<file path="config.mk">
export PLATFORM = sky130hd
export DESIGN_NAME = decoder_onehot_pipe
export DESIGN_NICKNAME = d
export VERILOG_FILES = /design/src/rtl/decoder_onehot_pipe.sv
export SDC_FILE = /design/constraint.sdc
export NUM_CORES = 1
export LEC_CHECK = 0
export CORE_UTILIZATION = 40
export DETAILED_ROUTE_END_ITERATION = 6
export PLACE_DENSITY = 0.68
export SYNTH_ARGS = -nofsm -noshare
export SYNTH_HDL_FRONTEND = slang
export SYNTH_SLANG_ARGS = --single-unit
</file>
<file path="constraint.sdc">
create_clock -name clk -period 1.2 [get_ports clk]
set_input_delay 0.24 -clock clk [delete_from_list [all_inputs] [get_ports clk]]
set_output_delay 0.24 -clock clk [all_outputs]
set_load 0.005 [all_outputs]
</file>
<file path="src/rtl/decoder_onehot_pipe.sv">
// Registered index decoder with valid/ready handshake on both sides.
// Decodes an index into a one-hot or thermometer vector, or folds it into a
// sticky accumulate mask that can be cleared. Results sit in a single output
// register that back-pressures the producer while the consumer stalls.
module decoder_onehot_pipe #(
  parameter int unsigned IN_WIDTH  = 3,
  parameter int unsigned OUT_WIDTH = 8
) (
  input  logic                 clk,
  input  logic                 rst_n,
  input  logic                 in_valid,
  output logic                 in_ready,
  input  logic [IN_WIDTH-1:0]  in_idx,
  input  logic [1:0]           mode,
  output logic                 out_valid,
  input  logic                 out_ready,
  output logic [OUT_WIDTH-1:0] f,
  output logic                 err,
  output logic                 acc_full
);

  typedef enum logic [1:0] {
    ModeOnehot = 2'b00,
    ModeThermo = 2'b01,
    ModeAccum  = 2'b10,
    ModeClear  = 2'b11
  } mode_e;

  // One extra bit so OUT_WIDTH == 2**IN_WIDTH is representable as a limit.
  localparam int unsigned          IdxW     = IN_WIDTH + 1;
  localparam logic [IdxW-1:0]      OutLimit = IdxW'(OUT_WIDTH);
  localparam logic [OUT_WIDTH-1:0] AllOnes  = '1;

  logic                 out_valid_q, out_valid_d;
  logic [OUT_WIDTH-1:0] f_q, f_d;
  logic                 err_q, err_d;
  logic                 acc_full_q, acc_full_d;
  logic [OUT_WIDTH-1:0] acc_q, acc_d;

  logic                 accept;
  logic [IdxW-1:0]      idx_ext;
  logic                 in_range;
  logic [OUT_WIDTH-1:0] onehot_vec;
  logic [OUT_WIDTH-1:0] thermo_vec;
  mode_e                mode_sel;

  // Output register free, or being drained this cycle: both allow a new result.
  assign in_ready = !out_valid_q || out_ready;
  assign accept   = in_valid && in_ready;
  assign mode_sel = mode_e'(mode);

  // Raw decode of the index; out-of-range indices naturally yield all-zero
  // one-hot and all-ones thermometer vectors, which is the required result.
  always_comb begin
    idx_ext    = {1'b0, in_idx};
    in_range   = idx_ext < OutLimit;
    onehot_vec = '0;
    thermo_vec = '0;
    for (int i = 0; i < int'(OUT_WIDTH); i++) begin
      onehot_vec[i] = (idx_ext == IdxW'(i));
      thermo_vec[i] = (idx_ext >= IdxW'(i));
    end
  end

  // Next-state for output register and accumulate mask.
  always_comb begin
    out_valid_d = out_valid_q;
    f_d         = f_q;
    err_d       = err_q;
    acc_full_d  = acc_full_q;
    acc_d       = acc_q;

    if (accept) begin
      out_valid_d = 1'b1;
      unique case (mode_sel)
        ModeOnehot: begin
          f_d   = onehot_vec;
          err_d = !in_range;
        end
        ModeThermo: begin
          f_d   = thermo_vec;
          err_d = !in_range;
        end
        ModeAccum: begin
          if (in_range) begin
            acc_d = acc_q | onehot_vec;
          end
          f_d   = acc_d;
          err_d = !in_range;
        end
        ModeClear: begin
          acc_d = '0;
          f_d   = '0;
          err_d = 1'b0;
        end
      endcase
      // Tracks the mask as it stands after this request, whatever the mode.
      acc_full_d = (acc_d == AllOnes);
    end else if (out_ready) begin
      // Result consumed with nothing to replace it; data fields hold.
      out_valid_d = 1'b0;
    end
  end

  // State registers with synchronous active-low reset.
  always_ff @(posedge clk) begin
    if (!rst_n) begin
      out_valid_q <= 1'b0;
      f_q         <= '0;
      err_q       <= 1'b0;
      acc_full_q  <= 1'b0;
      acc_q       <= '0;
    end else begin
      out_valid_q <= out_valid_d;
      f_q         <= f_d;
      err_q       <= err_d;
      acc_full_q  <= acc_full_d;
      acc_q       <= acc_d;
    end
  end

  assign out_valid = out_valid_q;
  assign f         = f_q;
  assign err       = err_q;
  assign acc_full  = acc_full_q;

endmodule

</file>
# == After elaboration in Yosys (flattened, before gate mapping) ==
# Cells that the tools add are included.
# word_totals
reg_bits,19
latch_bits,0
ramBits,0
rom_bits,0
input_bits,9
out_inout_bits,12
word_cells,37
memories,0
# classes
add_sub_neg,0
mul,0
div_mod_pow,0
order_cmp,7
n_eq_ne,11
shifts,0
mux,6
bitwise_logic,1
reduce_logical,7
# op_table
operator,count
8-bit case mux with 4 select lines,1
8-bit case mux with 2 select lines,1
3-bit equality test (second input constant),4
3-bit greater-or-equal comparator (second input constant),4
8-bit equality test (second input constant),1
8-bit 2-to-1 mux,1
8-bit bitwise OR,1
3-bit by 2-bit equality test with 1-bit output (second input constant),2
3-bit by 2-bit greater-or-equal comparator with 1-bit output (second input constant),2
2-bit equality test (second input constant),2
4-bit OR reduction,1
3-bit by 1-bit equality test with 1-bit output (second input constant),1
3-bit by 1-bit greater-or-equal comparator with 1-bit output (second input constant),1
3-bit zero test,1
1-bit 2-to-1 mux,3
2-bit by 1-bit equality test with 1-bit output (second input constant),1
2-bit zero test,1
2-bit nonzero test,1
1-bit logical AND,1
1-bit zero test,1
1-bit logical OR,1

# == Logic depth before layout (Yosys ltp) ==
# logic_depth
word_depth,5
depth_mapped,7
ltp_nobuf,5

# == Worst setup path before layout ==
# OpenSTA, ideal clock, no wires.
# synth_timing
path_kind,input port to flip-flop
startpoint,in in_idx[0]
endpoint,"reg acc_full_q, in the netlist acc_full"
setup_ns,0.065
arrival_time_ns,1.198
required_ns,1.135
setup_slack_ns,-0.064
stages,6
path_buffers,1
path_cell_list,buf_6 > nor4b_1 > o21ai_1 > a2111oi_2 > a22oi_1 > nor2b_1
# synth_between
elab_chain_len,5
word_cells_on_any_way,12
classes_between,eq/ne (8); mux (2); bitwise (1); reduce/logical (1)
# synth_rtl
element,line_no,rtl
start: declaration,13,"input logic [IN_WIDTH-1:0] in_idx,"
3-bit by 1-bit equality test with 1-bit output (tied with other cells),60,onehot_vec[i] = (idx_ext == IdxW'(i));
8-bit bitwise OR *,86,acc_d = acc_q | onehot_vec;
8-bit case mux with 2 select lines *,75,unique case (mode_sel)
8-bit 2-to-1 mux *,73,if (accept) begin
8-bit equality test *,98,acc_full_d = (acc_d == AllOnes);
end signal: assignment,117,acc_full_q <= acc_full_d;
end: declaration,37,"logic acc_full_q, acc_full_d;"
# Every way passes the cells marked *; elsewhere a longest branch is shown, timed or not. The select of a mux whose other input is x is not followed.
# A chain may end at the register's enable or synchronous reset.

# == Worst setup path in the final report ==
# layout_timing
startpoint,"reg out_valid_q, in the netlist out_valid"
endpoint,reg acc_q[7]
# layout_between
elab_chain_len,3
# layout_rtl
element,line_no,rtl
start: declaration,34,"logic out_valid_q, out_valid_d;"
start signal: assignment,114,out_valid_q <= out_valid_d;
1-bit zero test,48,assign in_ready = !out_valid_q || out_ready;
1-bit logical OR,48,
1-bit logical AND,49,assign accept = in_valid && in_ready;
end signal: assignment,112,acc_q <= '0;
end signal: assignment,118,acc_q <= acc_d;
end: declaration,38,"logic [OUT_WIDTH-1:0] acc_q, acc_d;"
# No other way between the ends.

==> Implementation_results.wiki <==
{| class="wikitable"
! Metric !! Value
|-
| Run status || complete, no violations
|-
| Sequential cell area fraction in the yosys report || 0.3636
|-
| Mapped cell area || 991.0 sq um
|-
| Dominant cell by count in the synthesized netlist || dfxtp_1
|-
| Final standard cell count with taps included and fillers excluded || 188
|-
| Final hold violation count || 0
|-
| Minimum clock period || 1.195 ns
|-
| Placed wire-length estimate || 1.859 mm
|-
| Number of H-tree branching levels || 1
|-
| Number of pins with negative max-slew slack in the final report || 0
|-
| Row Count || 17
|-
| Leading register cell type out of synthesis || dfxtp_1
|-
| FMAX || 836.8 MHz
|-
| Layout net count || 170
|-
| Number of filler instances in the final layout || 198
|-
| Total overflow reported by the global router || 0
|-
| Number of cells on the worst hold path || 4
|-
| Fraction of layout cells with a size suffix above 1 || 0.4188
|-
| Cell type with the largest total area after synthesis || dfxtp_1
|-
| Overall Global Routing Usage || 0.2422
|-
| Most numerous cell types in the synthesized netlist || 18 x dfxtp_1, 13 x o21ai_0, 12 x nand2_1
|-
| Fraction of registers with async set or reset after synthesis || 0
|-
| Vias in the first global route || 1036
|-
| Post-DRT Antenna Nets || 0
|-
| Critical path type || reg -> reg
|-
| Wirelength, routed || 2.971 mm
|-
| Depth of the most critical reg-to-reg path || 6
|-
| Wire length of the first global-routing pass || 4.712 mm
|-
| Stages on worst setup path || 6
|-
| Fin crit share || 0.9959
|-
| Port Buffer Count || 19
|-
| Setup total negative slack || 0 ns
|-
| DRC violation total after the first TritonRoute iteration || 31
|-
| Total power || 1.374 mW
|-
| Hold Crit Class || in -> reg
|-
| Leak pwr || 0.6982 nW
|-
| Startpoint type of the worst setup path || register
|-
| Number of clock sinks seen by CTS || 18
|-
| Worst stage delay on the critical path || 0.36 ns
|-
| Maximum clock path buffer count || 2
|-
| Clock tree from TritonCTS || yes
|-
| Total nets after synthesis || 125
|-
| Area of all placed cells without fillers || 0.001533 sq mm
|-
| Peak supply drop || 582.9 uV
|-
| Number of buffer and inverter instances along the worst setup path || 1
|-
| Share of power burned in registers || 0.464
|-
| Yosys warning total || 0
|-
| Cell total after placement || 178
|-
| Largest net degree at the start of global routing || 16
|-
| Detailed Routing Iterations Pass 1 || 5
|-
| Total via count in the routed design || 1093
|-
| DRC violations left || 0
|-
| Net switching share of the total power || 0.2825
|-
| RSZ-0062 raised after global routing || yes
|-
| Synth Register Bits || 18
|-
| Height of the chip || 51.78 um
|-
| Part of the total power dissipated in combinational logic || 0.246
|-
| Register cell area after layout || 376.6 sq um
|-
| Internal power component || 986.1 uW
|-
| Area of the die || 0.002681 sq mm
|-
| Area post-placement || 0.001350 sq mm
|-
| Mapped Cells || 116
|-
| Highest fanout seen on the critical path || 5
|-
| Arrival @ worst endpoint || 1.42 ns
|-
| Average cell area after synthesis || 8.543 sq um
|-
| DR vias/cell || 5.814
|-
| Multi-input logic area || 650.6 sq um
|-
| Starting utilization of the core area || 0.4354
|-
| Worst path cell trace || nand2b_4, buf_12, and2_4, and3_4, a31oi_2, nor2_1
|-
| Worst setup slack after placement || -0.6725 ns
|-
| Net load switching power || 388.3 uW
|-
| Clock network latency to the later pin of the worst-skew pair || 0.31 ns
|-
| WP data required || 1.42 ns
|-
| PnR worst setup slack || 0.004970 ns
|-
| Initial antenna violation count || 0
|-
| Gate family responsible for the most delay along the worst path || simple AND/OR/NAND/NOR gates
|-
| Min Hold Slack || 0.3579 ns
|-
| Top Ports || 21
|-
| Setup violators final || 0
|-
| Worst Skew || 0.01187 ns
|-
| Die X || 51.78 um
|-
| Number of flops mapped to enable cells by yosys || 0
|-
| Clk pwr share || 0.289
|-
| Clock tree root buffer cell || clkbuf_4
|-
| CP max stage cell || dfxtp_2
|-
| Antenna diode instance count || 0
|-
| Synth top area cells || dfxtp_1 36%, o21ai_0 6.6%, o211a_1 6.1%
|-
| Drt wl/cell || 15.80 um
|-
| TritonCTS Buffers || 3
|-
| Core utilization of the finished layout || 0.6734
|-
| Power per standard cell area || 896.7 mW/mm^2
|-
| Kind of end point of the critical path || register
|-
| Count of distinct cell types in the synthesized netlist || 37
|-
| Max Cap Viol || 0
|-
| Layout overhead on the synthesized area || 54.67%
|-
| Area of the core || 0.002276 sq mm
|-
| Register clock-pin slew on the reported worst setup and hold paths || 0.12 ns
|-
| Last weighted congestion value of the routability-driven placer || 0.8407
|-
| Area share of the largest cell type after synthesis || 0.3636
|}
cells in the final DEF, fill, tap and decap left out, types with 4 or more instances in the layout:
master / synthesis / layout
o211a_1: 6 / 6
and2_1: 7 / 7
nor2_1: 6 / 6
o21ai_1: 1 / 4
buf_6: 2 / 8
buf_4: 2 / 23
dfxtp_2: 0 / 10
o221ai_1: 5 / 5
o21ai_0: 13 / 9
a22oi_1: 4 / 4
dlygate4sd2_1: 0 / 13
nand2_1: 12 / 10
dfxtp_1: 18 / 7
state kept, by name, indices dropped and copies added (netlist names):
name and count:
acc_full 1, acc_q 8, f 8, out_valid 1
worst reg2reg max path, cell delays in order (launching register included):
cell      delay, ns
dfxtp_2        0.36
nand2b_4       0.07
buf_12         0.13
and2_4         0.18
and3_4         0.16
a31oi_2        0.15
nor2_1         0.06
per-layer routing:
layer | vias to the layer above | share of wire | GRT usage
met4 | 0 | 0.018 | 0.1126
met3 | 7 | 0.039 | 0.03801
li1 | 525 | - | -
met5 | - | 0 | 0
met1 | 526 | 0.46 | 0.3023
met2 | 35 | 0.48 | 0.4048
power groups by stage:
stage | Sequential [mW] | Combinational, mW | Clock (mW)
after floorplan | 0.649 | 0.139 | 0
after global placement | 0.648 | 0.287 | 0
after detailed placement | 0.649 | 0.292 | 0
after CTS | 0.640 | 0.316 | 0.398
after global routing | 0.641 | 0.366 | 0.422
final | 0.638 | 0.339 | 0.398
final cells by class:
| class | instances | area share |
|---|---|---|
| Timing Repair Buffer | 50 | 0.2784 |
| Multi-Input combinational cell | 86 | 0.4245 |
| Inverter | 2 | 0.004898 |
| Sequential cell | 18 | 0.2457 |
| Clock buffer | 4 | 0.02367 |
| Tap cell | 28 | 0.02286 |
final timing paths:
| path | start | end | slack (ns) |
|---|---|---|---|
| worst max-delay path | out_valid$_SDFFE_PN0P_ | acc_q[7]$_SDFFE_PN0P_ | 0.005 |
| worst min-delay path | in_idx[1] | acc_q[7]$_SDFFE_PN0P_ | 0.36 |
| worst max register to register | out_valid$_SDFFE_PN0P_ | acc_q[7]$_SDFFE_PN0P_ | 0.005 |
| worst min register to register | f[3]$_SDFFE_PN0P_ | f[3]$_SDFFE_PN0P_ | 0.50 |
timing repair:
action	CTS	global route
hold buffers	0	0
setup endpoints to repair	28	13
hold endpoints to repair	0	0
buffers inserted	4	0
resized for setup	60	14
pin swaps	10	1
cloned	2	1
cells by family after synthesis:
| group | share of synthesized area |
|---|---|
| other | 0.003784 |
| buffers and inverters | 0.07828 |
| and+or+nand+nor | 0.2462 |
| DFF | 0.3636 |
| AOI/OAI and AO/OA | 0.3081 |
No activity file was read; power rests on OpenSTA's default activity.
